## src/rtl/rx_iq_pack.sv

```systemverilog
// rx_iq_pack: re-pairs channel-interleaved CIC words into I/Q samples,
// applies a gain shift, rounds/saturates to OUT_W bits and buffers the
// pairs in a show-ahead FIFO. Back-pressures the CIC through in_ready.
// Optional build macro RX_IQ_SAT_CNT_EN adds the sat_cnt saturation counter.
module rx_iq_pack #(
   parameter int OUT_W      = 16,
   parameter int FIFO_DEPTH = 8
) (
   input  logic                    clk,
   input  logic                    reset_n,
   input  logic [31:0]             in_data,
   input  logic                    in_valid,
   output logic                    in_ready,
   input  logic                    in_channel,
   input  logic                    in_startofpacket,
   input  logic                    in_endofpacket,
   input  logic [1:0]              in_error,
   input  logic [3:0]              shift,
   output logic signed [OUT_W-1:0] out_i,
   output logic signed [OUT_W-1:0] out_q,
   output logic                    out_valid,
   input  logic                    out_ready,
   output logic                    seq_err,
   input  logic                    clr_err
`ifdef RX_IQ_SAT_CNT_EN
   ,
   output logic [15:0]             sat_cnt
`endif
);

   localparam int AW = $clog2(FIFO_DEPTH);
   localparam logic [32:0] ROUND = 33'd1 << (31 - OUT_W);

   typedef enum logic {WAIT_I, HAVE_I} state_t;

   state_t           state, state_nx;
   logic [31:0]      i_hold;
   logic [3:0]       sh_hold;
   logic             i_err;

   logic             accept, good_i, good_q, word_err;
   logic             load_i, pair_done, seq_evt;

   logic [OUT_W:0]   sc_i, sc_q;
   logic             stg_vld;
   logic [OUT_W-1:0] stg_i, stg_q;
   logic [1:0]       stg_sat;

   logic [OUT_W-1:0] mem_i [FIFO_DEPTH];
   logic [OUT_W-1:0] mem_q [FIFO_DEPTH];
   logic [AW:0]      wr_ptr, rd_ptr, count;
   logic [AW+1:0]    occ_nx;
   logic             push, pop;

   // Shift, saturate, round half up, saturate, truncate; MSB of result flags saturation
   function automatic logic [OUT_W:0] scale(input logic [31:0] x, input logic [3:0] sh);
      logic [47:0] w;
      logic [31:0] s1;
      logic [32:0] r;
      logic [31:0] s2;
      logic        sat;
      w   = {{16{x[31]}}, x} << sh;
      sat = 1'b0;
      // w[47] still holds the sign: at most 15 of the 16 extension bits are shifted out
      if (w[47:31] != {17{w[31]}}) begin
         sat = 1'b1;
         s1  = w[47] ? 32'h8000_0000 : 32'h7FFF_FFFF;
      end else begin
         s1 = w[31:0];
      end
      r = {s1[31], s1} + ROUND;
      if (r[32] != r[31]) begin
         sat = 1'b1;
         s2  = r[32] ? 32'h8000_0000 : 32'h7FFF_FFFF;
      end else begin
         s2 = r[31:0];
      end
      return {sat, s2[31:32-OUT_W]};
   endfunction

   assign accept   = in_valid & in_ready;
   assign good_i   = ~in_channel & in_startofpacket & ~in_endofpacket;
   assign good_q   = in_channel & in_endofpacket & ~in_startofpacket;
   assign word_err = |in_error;

   // Pairing decode: classify the accepted word against the current state
   always_comb begin
      load_i    = 1'b0;
      pair_done = 1'b0;
      seq_evt   = 1'b0;
      state_nx  = state;
      if (accept) begin
         if (word_err) seq_evt = 1'b1;
         case (state)
            WAIT_I: begin
               if (good_i) begin
                  load_i   = 1'b1;
                  state_nx = HAVE_I;
               end else begin
                  seq_evt = 1'b1;
               end
            end
            HAVE_I: begin
               if (good_q) begin
                  pair_done = ~i_err & ~word_err;
                  state_nx  = WAIT_I;
               end else if (good_i) begin
                  load_i  = 1'b1;
                  seq_evt = 1'b1;
               end else begin
                  seq_evt = 1'b1;
               end
            end
            default: state_nx = WAIT_I;
         endcase
      end
   end

   // Pairing FSM state and held I word with its shift and error flag
   always_ff @(posedge clk or negedge reset_n) begin
      if (!reset_n) begin
         state   <= WAIT_I;
         i_hold  <= '0;
         sh_hold <= '0;
         i_err   <= 1'b0;
      end else begin
         state <= state_nx;
         if (load_i) begin
            i_hold  <= in_data;
            sh_hold <= shift;
            i_err   <= word_err;
         end
      end
   end

   assign sc_i = scale(i_hold, sh_hold);
   assign sc_q = scale(in_data, sh_hold);

   // Scale stage register: one completed, scaled pair in flight to the FIFO
   always_ff @(posedge clk or negedge reset_n) begin
      if (!reset_n) begin
         stg_vld <= 1'b0;
         stg_i   <= '0;
         stg_q   <= '0;
         stg_sat <= '0;
      end else begin
         stg_vld <= pair_done;
         if (pair_done) begin
            stg_i   <= sc_i[OUT_W-1:0];
            stg_q   <= sc_q[OUT_W-1:0];
            stg_sat <= {sc_q[OUT_W], sc_i[OUT_W]};
         end
      end
   end

   assign push      = stg_vld;
   assign count     = wr_ptr - rd_ptr;
   assign out_valid = (count != '0);
   assign pop       = out_valid & out_ready;
   assign out_i     = mem_i[rd_ptr[AW-1:0]];
   assign out_q     = mem_q[rd_ptr[AW-1:0]];

   // FIFO storage and pointers; space is guaranteed by in_ready so push is unconditional
   always_ff @(posedge clk or negedge reset_n) begin
      if (!reset_n) begin
         wr_ptr <= '0;
         rd_ptr <= '0;
         for (int unsigned k = 0; k < FIFO_DEPTH; k++) begin
            mem_i[k] <= '0;
            mem_q[k] <= '0;
         end
      end else begin
         if (push) begin
            mem_i[wr_ptr[AW-1:0]] <= stg_i;
            mem_q[wr_ptr[AW-1:0]] <= stg_q;
            wr_ptr                <= wr_ptr + 1'b1;
         end
         if (pop) rd_ptr <= rd_ptr + 1'b1;
      end
   end

   // Occupancy seen next cycle: FIFO entries plus a pair in the scale stage
   assign occ_nx = (AW+2)'(count) + (AW+2)'(push) + (AW+2)'(pair_done) - (AW+2)'(pop);

   // in_ready registered from next-cycle occupancy so a pop reopens it one cycle later
   always_ff @(posedge clk or negedge reset_n) begin
      if (!reset_n) in_ready <= 1'b0;
      else          in_ready <= (occ_nx < (AW+2)'(FIFO_DEPTH));
   end

   // Sticky error flag; a new error in the clear cycle keeps it set
   always_ff @(posedge clk or negedge reset_n) begin
      if (!reset_n)     seq_err <= 1'b0;
      else if (seq_evt) seq_err <= 1'b1;
      else if (clr_err) seq_err <= 1'b0;
   end

`ifdef RX_IQ_SAT_CNT_EN
   logic [16:0] sat_sum;
   assign sat_sum = 17'(sat_cnt) + 17'(stg_sat[0]) + 17'(stg_sat[1]);

   // Saturating count of saturated components, counted as pairs enter the FIFO
   always_ff @(posedge clk or negedge reset_n) begin
      if (!reset_n)     sat_cnt <= '0;
      else if (clr_err) sat_cnt <= '0;
      else if (push)    sat_cnt <= sat_sum[16] ? 16'hFFFF : sat_sum[15:0];
   end
`endif

endmodule
```

## config.mk

```make
export PLATFORM = sky130hd
export DESIGN_NAME = rx_iq_pack
export DESIGN_NICKNAME = d
export VERILOG_FILES = /design/src/rtl/rx_iq_pack.sv
export SDC_FILE = /design/constraint.sdc
export NUM_CORES = 1
export LEC_CHECK = 0
export ABC_CLOCK_PERIOD_IN_PS = 5250
export BUFFER_PORTS_ARGS = -buffer_cell sky130_fd_sc_hd__buf_4
export CORE_ASPECT_RATIO = 0.8
export CORE_MARGIN = 4
export CORE_UTILIZATION = 45
export CTS_CLUSTER_SIZE = 10
export DETAILED_ROUTE_END_ITERATION = 10
export GPL_TIMING_DRIVEN = 0
export SYNTH_ARGS = -nofsm -noshare
export SYNTH_HDL_FRONTEND = slang
export SYNTH_SLANG_ARGS = --single-unit
```

## constraint.sdc

```tcl
create_clock -name clk -period 5.25 [get_ports clk]
set_input_delay 0.2625 -clock clk [delete_from_list [all_inputs] [get_ports clk]]
set_output_delay 0.2625 -clock clk [all_outputs]
set_load 0.05 [all_outputs]
```

==> flow_summary.toml <==
[synthesis]
syn-cell-area_sq_mm = 0.02013
synth_warnings = 0
synthTopCellsByCount = "dfrtp_1 (337), mux2_2 (327), nand2_1 (168), mux4_2 (128), nor2_1 (68)"
synth_top_area_frac = 0.4190
ys_seq_elements = 337
synthCells = 1634
syn_nets = 1694
yosysMostFrequentCell = "dfrtp_1"
async_flop_share = 1.000
ys.flop_type = "dfrtp_1"
yosys-top-cells-area = "dfrtp_1 (42%), mux2_2 (18%), mux4_2 (14%)"
synth_cell_types = 80
avgSynthCellArea_sq_um = 12.32
synth_edf_count = 0
synth_top_cell_by_area = "dfrtp_1"
synth-seq-area-share = 0.4190

[sta]
skew_ns = 0.02184
max_freq_mhz = 197.5
slew_viol_final = 0
timing.final.ws_setup_ns = 0.1874
hold_viol = 0
post-route-period-util = 0.9643
setup_viol = 0
slew_headroom = 0.2431
timing.final.crit_period_ns = 5.063
worstMarginPinSlew_ns = 1.131
rsz0062_at_grt = "yes"

[global_routing]
grt_start_max_net_pins = 117
grtUsageTotal = 0.2553
grt_pass1_vias = 15405
overflow = 0
antenna_found_initial = 1
grt_pass1_wl_microns = 94790

[setup_path]
critPathMaxFanout = 10
worstSetupPathType = "reg -> reg"
path_cells = "buf_8, mux4_2, mux4_2, or3_4, a2111oi_2, nand3_1, buf_6, clkbuf_4, a21oi_1, a21oi_1, ha_2, nor4b_2, a31oi_2, nor3_4, buf_4, o31a_1, o311ai_4, buf_6, o22a_1"
cp.required_ns = 5.74
cp.arrival_ns = 5.55
cp_slowest_cell = "mux4_2"
critPathMaxStageDelay_ns = 0.55
end_kind = "flop"
worst_setup_path_start_kind = "flop"

[final_layout]
multiInputGateArea_sq_mm = 0.01113
nets = 1860
regArea_sq_mm = 0.008436
drive_above_1_share = 0.3854
design_area_sq_mm = 0.02344
antennaDiodeCount = 0
fin_util = 0.5292
areaGrowthSynthToFinish_pct = 16.44
fin_cells = 2414
n_fill_cell = 3808

[routing]
dr.first_iter.drc_count = 1520
dr.pass1.iters = 6
wl_per_cell_microns = 25.26
vias = 14977
finalWirelength_microns = 60980
drc = 0
final_antenna_net_count = 0
vias_per_cell = 6.204

[placed_design]
dpl.hpwl_microns = 44240
place_ws_ns = -1.502
place_congestion = 1.011
place_inst = 2320
place_area_sq_mm = 0.02157
port_buffers = 80

[cts]
cts_sinks = 337
cts_root_buffer = "clkbuf_16"
clk_pin_slew_ns = 0.06
clk_path_buf_depth = 3
cts_htree_levels = 2
clk_latency_ns = 0.57
cts_tree = "yes"
cts_buffers = 41

[pwr]
vdd_drop_max_v = 0.0002570
power.density_mw_per_mm2 = 506.1
p_sw_mw = 5.059
power_frac_comb = 0.522
p_clk_frac = 0.219
cellInternalPower_mw = 6.801
leakagePower_nw = 10.67
p_seq_frac = 0.259
power_mw = 11.86
switching_share = 0.4266

[die]
initial_utilization = 0.4545
die_w_microns = 244.5
ios = 81
die_height_microns = 197.2
core_area_sq_mm = 0.04429
num_rows = 69
fp.dieArea_sq_mm = 0.04820

[run]
max_cap_viol_count = 0

[hold_path]
hold_path.class = "in -> reg"

[outcome]
status = "completed"
## kinds of logic (layout without fill, tap and decap cells)
| logic type | count (synthesis) | in the layout | share of synthesized area |
|---|---|---|---|
| xor+xnor | 31 | 31 | 0.01349 |
| buf+inv | 147 | 324 | 0.03419 |
| fa+ha+maj | 14 | 14 | 0.009076 |
| flops | 337 | 337 | 0.4190 |
| compound gates | 220 | 220 | 0.07783 |
| mux | 514 | 514 | 0.3604 |
| simple gates | 371 | 371 | 0.08603 |
## worst max-delay path: cells and delay by family, from the launching register on
kind / cells / cell delay (ns)
and+or+nand+nor: 4 / 0.87
muxes: 2 / 1.05
DFF: 1 / 0.43
adders and majority gates: 1 / 0.23
buffers and inverters: 5 / 0.86
AOI/OAI and AO/OA: 7 / 1.53
## power by group through the flow
stage / sequential (mW) / combinational (mW) / clock, mW
floorplan: 2.99 / 4.09 / 0
global placement: 3.10 / 5.68 / 0
detailed placement: 3.11 / 5.71 / 0
CTS: 3.06 / 5.88 / 2.67
global route: 3.10 / 6.58 / 2.79
finish: 3.08 / 6.19 / 2.60
## cell type report
type / count / area share
buffer: 126 / 0.03369
clock buffer: 49 / 0.04810
clock inverter: 5 / 0.002296
inverter: 21 / 0.003524
multi-input combinational: 1150 / 0.4750
sequential: 337 / 0.3599
tap: 603 / 0.03219
timing repair buffer: 123 / 0.04522
## per-stage QoR
stage | TNS (ns) | hold WS [ns]
2_1_floorplan | 0 | -0.03309
3_3_place_gp | -23.03 | 0.4582
3_5_place_dp | -24.20 | 0.1649
4_1_cts | 0 | 0.001513
5_1_grt | -0.08371 | 0.01004
6_report | 0 | 0.03608
## placed cells by master, fill, tap and decap left out, types with 5 or more instances in the layout
cell type,instances
a211oi_1,15
a21o_1,8
a21oi_1,51
a31oi_1,14
and2_1,11
and3_1,7
buf_1,16
buf_2,8
buf_4,106
buf_6,11
buf_8,8
clkbuf_1,57
clkbuf_16,42
clkbuf_4,8
clkbuf_8,5
dfrtp_1,335
dlygate4sd3_1,26
ha_1,12
inv_1,20
mux2_2,327
mux2i_1,51
mux4_1,6
mux4_2,128
nand2_1,167
nand2b_1,11
nand3_1,35
nand4_1,11
nand4b_1,7
nor2_1,67
nor2b_1,7
nor3_1,14
o211ai_1,11
o21ai_0,29
o22a_1,19
o22ai_1,5
or3_1,7
xnor2_1,15
xor2_1,16
## worst paths after layout
path                                          to              startpoint  cells past startpoint  slack, ns
min in group asynchronous    seq_err$_DFFE_PN0P_                 reset_n                      2       0.17
hold reg to reg            mem_i[27]$_DFFE_PN0P_   mem_i[27]$_DFFE_PN0P_                      1       0.50
hold / removal             i_hold[6]$_DFFE_PN0P_              in_data[6]                      2       0.04
max in group asynchronous  mem_i[70]$_DFFE_PN0P_                 reset_n                      5       3.28
setup reg to reg            stg_q[2]$_DFFE_PN0P_  sh_hold[2]$_DFFE_PN0P_                     19       0.19
setup / recovery            stg_q[2]$_DFFE_PN0P_  sh_hold[2]$_DFFE_PN0P_                     19       0.19
## routing by layer
metal / global-route usage / wire length [microns] / up-vias
met5: 0.01078 / 85 / -
li1: - / - / 6518
met4: 0.06443 / 1421 / 4
met1: 0.3740 / 27840 / 7800
met2: 0.3717 / 26220 / 555
met3: 0.07939 / 5412 / 100
## repair_timing
item                       in CTS  in global routing
setup buffers                   8                  6
setup endpoints to repair      31                 30
hold buffers                   26                  0
hold endpoints to repair       61                  0
pin swaps                       4                  3
resized for setup              53                 46
## flip-flops by register name, summed over array words and instances (netlist names), 4 cells and up
name,flops
mem_i,128
rd_ptr,4
stg_i,16
wr_ptr,4
mem_q,128
i_hold,32
sh_hold,4
stg_q,16
Note: power is estimated with default switching activity, not from simulation.
